$ cat src/rtl/counter_4bit_q2.sv
// Loadable up-counter: async active-high clear, active-low synchronous load,
// otherwise increments modulo 2^WIDTH on every rising clk edge.
module counter_4bit_q2 #(
    parameter int unsigned WIDTH = 4
) (
    input  logic             clk,
    input  logic             reset_n,
    input  logic             load,
    input  logic [WIDTH-1:0] load_data,
    output logic [WIDTH-1:0] count
);

    logic [WIDTH-1:0] count_q;
    logic [WIDTH-1:0] count_d;

    // load is active-low; load_data is only consulted when load is 0,
    // so an X on load_data while counting cannot reach the register.
    always_comb begin
        count_d = count_q + WIDTH'(1);
        if (!load) begin
            count_d = load_data;
        end
    end

    // reset_n is active-high despite its name; the port name is kept for
    // interface compatibility.
    always_ff @(posedge clk or posedge reset_n) begin
        if (reset_n) begin
            count_q <= '0;
        end else begin
            count_q <= count_d;
        end
    end

    assign count = count_q;

endmodule

$ cat config.mk
export PLATFORM = sky130hd
export DESIGN_NAME = counter_4bit_q2
export DESIGN_NICKNAME = d
export VERILOG_FILES = /design/src/rtl/counter_4bit_q2.sv
export SDC_FILE = /design/constraint.sdc
export NUM_CORES = 1
export LEC_CHECK = 0
export BUFFER_PORTS_ARGS = -buffer_cell sky130_fd_sc_hd__buf_2
export CAP_MARGIN = 5
export CORE_AREA = 3 3 40 42
export DETAILED_ROUTE_END_ITERATION = 16
export DIE_AREA = 0 0 43 45
export GPL_ROUTABILITY_DRIVEN = 0
export PLACE_DENSITY_LB_ADDON = 0.05
export SYNTH_ARGS = -nofsm -noshare
export SYNTH_HDL_FRONTEND = slang
export SYNTH_SLANG_ARGS = --single-unit
$ cat constraint.sdc
create_clock -name clk -period 1.27 [get_ports clk]
set_input_delay 0.381 -clock clk [delete_from_list [all_inputs] [get_ports clk]]
set_output_delay 0.381 -clock clk [all_outputs]
set_load 0.01 [all_outputs]
==> results by group, run 1 <==
Outcome
  • Status: completed

Global route
  • Number of global-route vias before repair: around 180
  • Initial antenna violation count: 0
  • Largest net degree at the start of global routing: 7
  • Grt ovf: 0
  • First-pass GRT wire length: roughly 750 um
  • GRT Util Overall: a little under 6%

Setup path
  • Worst EP required: a little under 0.9 ns
  • Worst stage delay on the critical path: 0.40 ns
  • Critical path buffers and inverters: 1
  • Worst R2R Start: count[0]
  • Worst setup startpoint: count[0]
  • CP top delay family: flip-flops
  • Crit Path Max Fanout: 4
  • Critical path's slowest cell: dfrtp_1
  • Crit end category: primary output
  • Startpoint types: register
  • Arrival @ worst endpoint: 0.79 ns
  • Critical path class: register to primary output
  • CP Cell Sequence: buf_2

Timing
  • Final setup TNS: 0 ns
  • Fmax: about 850 MHz
  • Final min period: between 1 and 1.5 ns
  • Unrepaired setup endpoints after global routing: no
  • Clk_skew: between 0.005 and 0.006 ns
  • Slew HR: roughly nine tenths
  • Hold WS: roughly 0.027 ns
  • Pins Over Slew Limit: 0
  • Final Hold Fails: 0
  • Tcrit/Tclk final: slightly above 90%
  • Worst-Margin Slew: ~0.17 ns
  • Final setup violating endpoints: 0

Synthesis
  • Unique masters post-synth: 10
  • Syn Std Cell Area: approximately 180 um2
  • Sequential cell area fraction in the yosys report: a little under three fifths
  • Area leader, netlist: dfrtp_1
  • Leading post-synthesis cells by cell area: dfrtp_1 (55%), ha_1 (6.9%), mux2_2 (6.2%)
  • Syn. warnings: 0
  • Synth Area per Inst: about 11 um2
  • Yosys top cell area share: a little under three fifths
  • Synthesized Nets: 24
  • Synth Register Bits: 4
  • Post-Syn Instances: 16

Floorplan
  • Die width: ~43 um
  • Row count: 13
  • IO Count: 11
  • Core area: about 1300 um2
  • Die Area: approximately 1900 um2
  • Die Y: roughly 45 um
  • Initial Utilization: 14.12%

Clocking
  • Sink Count: 4
  • Total clock buffers created by CTS: 3
  • Hold_buf cts: 0
  • Clk slew on worst S/H paths: around 0.04 ns
  • Skew-Pair Late Insertion Delay: approximately 0.23 ns
  • Htree depth: 1
  • CTS tree: built
  • Post-cts gate resize count: 0
  • CTS Buffer Depth: 2
  • Root buf cell: clkbuf_4
  • Post-CTS setup buffer count: 0

Place
  • I/O Buffers: 10

Layout
  • Most common library cell in the layout ignoring fill and taps: buf_2
  • Area growth, synth to finish: 50.35%
  • Antenna fix cells: 0
  • Filler instances: 149
  • Sequential Area: ~100 um2
  • Nets: 39
  • Commonest non-fill, non-tap cells in the layout: buf_2 (10), dfrtp_1 (4), clkbuf_4 (3)
  • Layout cells sized above 1: 48.28%
  • Largest register FFs: 4
  • Multi-input gate area: approximately 74 um2

Power and ir drop
  • Leak: about 0.14 nW
  • Power density over the cells: approximately 1500 nW/um2
  • Peak VDD IR: just over 0.3 mV

Drt
  • Via count: 157
  • DR DRC count: 0
  • Initial DRC count: 0
  • Routed len/inst: just over 10 um
  • Final ANT Viol Nets: 0
  • Via density: 3.568
  • DRT Pass-1 Iters: 1
  • Final wirelength: 445 um

Flow run
  • Max-Cap Viols: 0

Min path
  • HP Class: primary input to async pin
## cells by family after synthesis
group | count (synthesis) | synth area share, %
DFF | 4 | 55.17
and+or+nand+nor | 3 | 6.895
AOI/OAI and AO/OA | 2 | 5.517
xor gates and xnor gates | 2 | 9.657
buffers and inverters | 2 | 4.139
muxes | 2 | 11.72
adders and majority gates | 1 | 6.895
## worst paths after layout
kind,cells after the start,endpoint,slack (ns)
max,1,count[0],0.09
min,2,count[3],0.03
max reg2reg,2,count[1],0.19
min reg2reg,1,count[0],0.52
max in group asynchronous,2,count[1],1.08
min in group clk,3,count[0],0.38
## where the power goes
group          internal (W)   total, W  leakage, nW  switching, W
Clock              0.000106   0.000159       0.0138     0.0000534
Sequential         0.000149   0.000166       0.0458     0.0000171
Combinational     0.0000470  0.0000885       0.0799     0.0000415
Total              0.000302   0.000414        0.139      0.000112
## routing by layer
metal,GRT usage [%],up-vias,wire length [um]
li1,-,78,-
met1,6.083,72,175
met2,7.485,5,222
met3,2.789,2,42
met4,7.229,0,5
met5,0,-,0
## synthesized netlist by cell type
cell,count
a21oi_1,2
dfrtp_1,4
ha_1,1
inv_1,2
mux2_2,1
mux2i_1,1
nand3_1,1
nor2_1,2
xnor2_1,1
xor2_1,1
## layout make-up
class | count | area share, %
multi-input combinational | 10 | 27.06
tap | 15 | 6.881
inverter | 2 | 2.752
sequential | 4 | 36.70
timing repair buffer | 10 | 18.35
clock buffer | 3 | 8.257
## per-stage QoR
stage	std cells	power (W)	util [%]	cell area, um2	setup WS (ns)
floorplan	16	0.0002173	-	181.4	0.1918
global placement	41	0.0002587	19.47	250.2	0.2222
detailed placement	41	0.0002593	19.47	250.2	0.1932
CTS	44	0.0004261	21.23	272.8	0.08169
global route	44	0.0004441	21.23	272.8	0.07396
finish	44	0.0004138	21.23	272.8	0.09483
Power figures use the tool's default switching activity.
==> run 2, diff against run 1 <==
- CORE_AREA: 3 3 40 42 -> 2 2 39 41
- DIE_AREA: 0 0 43 45 -> 0 0 41 43
==> run 2 against run 1 <==
  * Final cell count is 2.3% higher
  * Critical path depth stayed put
  * Die area is 8.9% lower
  * Total power is 0.68% lower
  * Sequential share of layout area is 0.17 points lower
  * Cell area is 0.46% higher
  * Clock power hardly changed
  * Flip-flop and latch count stayed put
  * Clock skew is 0.0039 ns lower
  * Setup slack better by 0.0048 ns
  * Critical endpoint unchanged
==> results by group, run 2 (synthesis results as in run 1) <==
Outcome
  • Status: completed

Power and ir drop
  • Power density over the cells: 1500 nW/um2 (-1.1%)
  • Internal power: 0.0003016 W (about the same)
  • Leak: 0.1394 nW (unchanged)
  • Peak VDD IR: 0.2478 mV (-19%)
  • Switch Pwr: 0.0001094 W (-2.4%)
  • Sequential power share: 40.3% (+0.2 points)
  • Power consumption: 0.0004110 W (-0.68%)
  • Clock network power share: 38.2% (-0.3 points)
  • Logic pwr share: 21.5% (about the same)
  • Switching Share: 26.61% (-0.47 points)

Clocking
  • Clk slew on worst S/H paths: 0.04 ns (about the same)
  • CTS tree: built
  • Total clock buffers created by CTS: 3 (unchanged)
  • Sink Count: 4 (unchanged)
  • Post-CTS setup buffer count: 0 (unchanged)
  • CTS Buffer Depth: 2 (unchanged)
  • Post-cts gate resize count: 0 (unchanged)
  • Htree depth: 1 (unchanged)
  • Skew-Pair Late Insertion Delay: 0.23 ns (about the same)
  • Root buf cell: clkbuf_4
  • Hold_buf cts: 0 (unchanged)

Global route
  • Number of global-route vias before repair: 188 (+3.3%)
  • Largest net degree at the start of global routing: 7 (unchanged)
  • Initial antenna violation count: 0 (unchanged)
  • First-pass GRT wire length: 703 um (-6.5%)
  • GRT Util Overall: 6.533% (+0.77 points)
  • Grt ovf: 0 (unchanged)

Floorplan
  • Row count: 14 (+1)
  • IO Count: 11 (unchanged)
  • Die Area: 1763 um2 (-8.9%)
  • Initial Utilization: 13.11% (-1.0 points)
  • Core area: 1384 um2 (+7.7%)
  • Die width: 41 um (-4.7%)
  • Die Y: 43 um (-4.4%)

Place
  • Inst Count DP: 42 (+2.4%)
  • Worst Setup Slack post-DPL: 0.1930 ns (-0.0002080 ns)
  • I/O Buffers: 10 (unchanged)

Layout
  • Most common library cell in the layout ignoring fill and taps: buf_2
  • Antenna fix cells: 0 (unchanged)
  • Layout Cells excl Fill: 45 (+2.3%)
  • Fin util: 19.80% (-1.4 points)
  • Multi-input gate area: 73.82 um2 (unchanged)
  • Commonest non-fill, non-tap cells in the layout: buf_2 (10), dfrtp_1 (4), clkbuf_4 (3)
  • Filler instances: 157 (+5.4%)
  • Sequential Area: 100.1 um2 (unchanged)
  • Area growth, synth to finish: 51.03%
  • Nets: 39 (unchanged)
  • Largest register FFs: 4 (unchanged)
  • Layout cells sized above 1: 48.28% (unchanged)

Timing
  • Pins Over Slew Limit: 0 (unchanged)
  • Fmax: 854.5 MHz (+0.41%)
  • Unrepaired setup endpoints after global routing: no
  • Final setup violating endpoints: 0 (unchanged)
  • Slew HR: 88.39% (about the same)
  • Final min period: 1.170 ns (-0.004835 ns)
  • Final WS setup: 0.09967 ns (+0.004836 ns)
  • Worst-Margin Slew: 0.1739 ns (-0.0006773 ns)
  • Tcrit/Tclk final: 92.15% (-0.38 points)
  • Final Hold Fails: 0 (unchanged)
  • Clk_skew: 0.001130 ns (-0.003898 ns)
  • Final setup TNS: 0 ns (unchanged)

Drt
  • Final wirelength: 414 um (-7.0%)
  • DRT Pass-1 Iters: 1 (unchanged)
  • Initial DRC count: 0 (unchanged)
  • Routed len/inst: 9.200 um (-9.0%)
  • Final ANT Viol Nets: 0 (unchanged)
  • Via density: 3.444 (-3.5%)
  • Via count: 155 (-1.3%)
  • DR DRC count: 0 (unchanged)

Min path
  • HP Class: primary input to async pin

Setup path
  • Critical path buffers and inverters: 1 (unchanged)
  • Crit Path Max Fanout: 4 (unchanged)
  • Startpoint types: register
  • Critical path's slowest cell: dfrtp_1
  • CP Cell Sequence: buf_2
  • Worst stage delay on the critical path: 0.40 ns (about the same)
  • Worst EP required: 0.89 ns (about the same)
  • Arrival @ worst endpoint: 0.79 ns (about the same)
  • CP top delay family: flip-flops
  • Critical path class: register to primary output
  • Crit end category: primary output

Flow run
  • Max-Cap Viols: 0 (unchanged)
-- run 2: cell counts in the layout (fill, tap and decap cells not counted) --
No cell type changed its count.
-- run 2: final cells by class --
cell class	instances	area share, %
multi-input combinational	10	26.94
tap	16	7.306
inverter	2	2.740
clock buffer	3	8.219
timing repair buffer	10	18.26
sequential	4	36.53
-- run 2: metal layers --
metal / vias up / global-route usage, % / routed length (um)
met1: 69 / 7.419 / 196
met2: 8 / 8.438 / 163
met4: 0 / 6.000 / 0
met5: - / 0 / 0
li1: 78 / - / -
met3: 0 / 3.141 / 54
-- run 2: power groups by stage --
stage | sequential, W | combinational [W] | clock [W]
final | 0.000166 | 0.0000885 | 0.000157
after global placement | 0.000168 | 0.0000907 | 0
after global routing | 0.000168 | 0.000101 | 0.000171
after floorplan | 0.000176 | 0.0000408 | 0
after detailed placement | 0.000168 | 0.0000913 | 0
after CTS | 0.000167 | 0.0000914 | 0.000166
-- run 2: worst paths after layout --
check	start	end	slack (ns)	depth (start not counted)
worst max register to register	count[0]	count[1]	0.19	2
worst min register to register	count[0]	count[0]	0.52	1
min in group clk	load_data[0]	count[0]	0.38	3
worst min-delay path	reset_n	count[1]	0.03	2
worst max-delay path	count[0]	count[0]	0.1	1
max in group asynchronous	reset_n	count[0]	1.08	2
-- run 2: through the flow --
stage	hold slack, ns	instance area, um2
2_1_floorplan	0.1471	181.4
3_5_place_dp	0.2812	251.5
5_1_grt	0.04345	274.0
6_report	0.03119	274.0
4_1_cts	0.03153	274.0
3_3_place_gp	0.2799	251.5
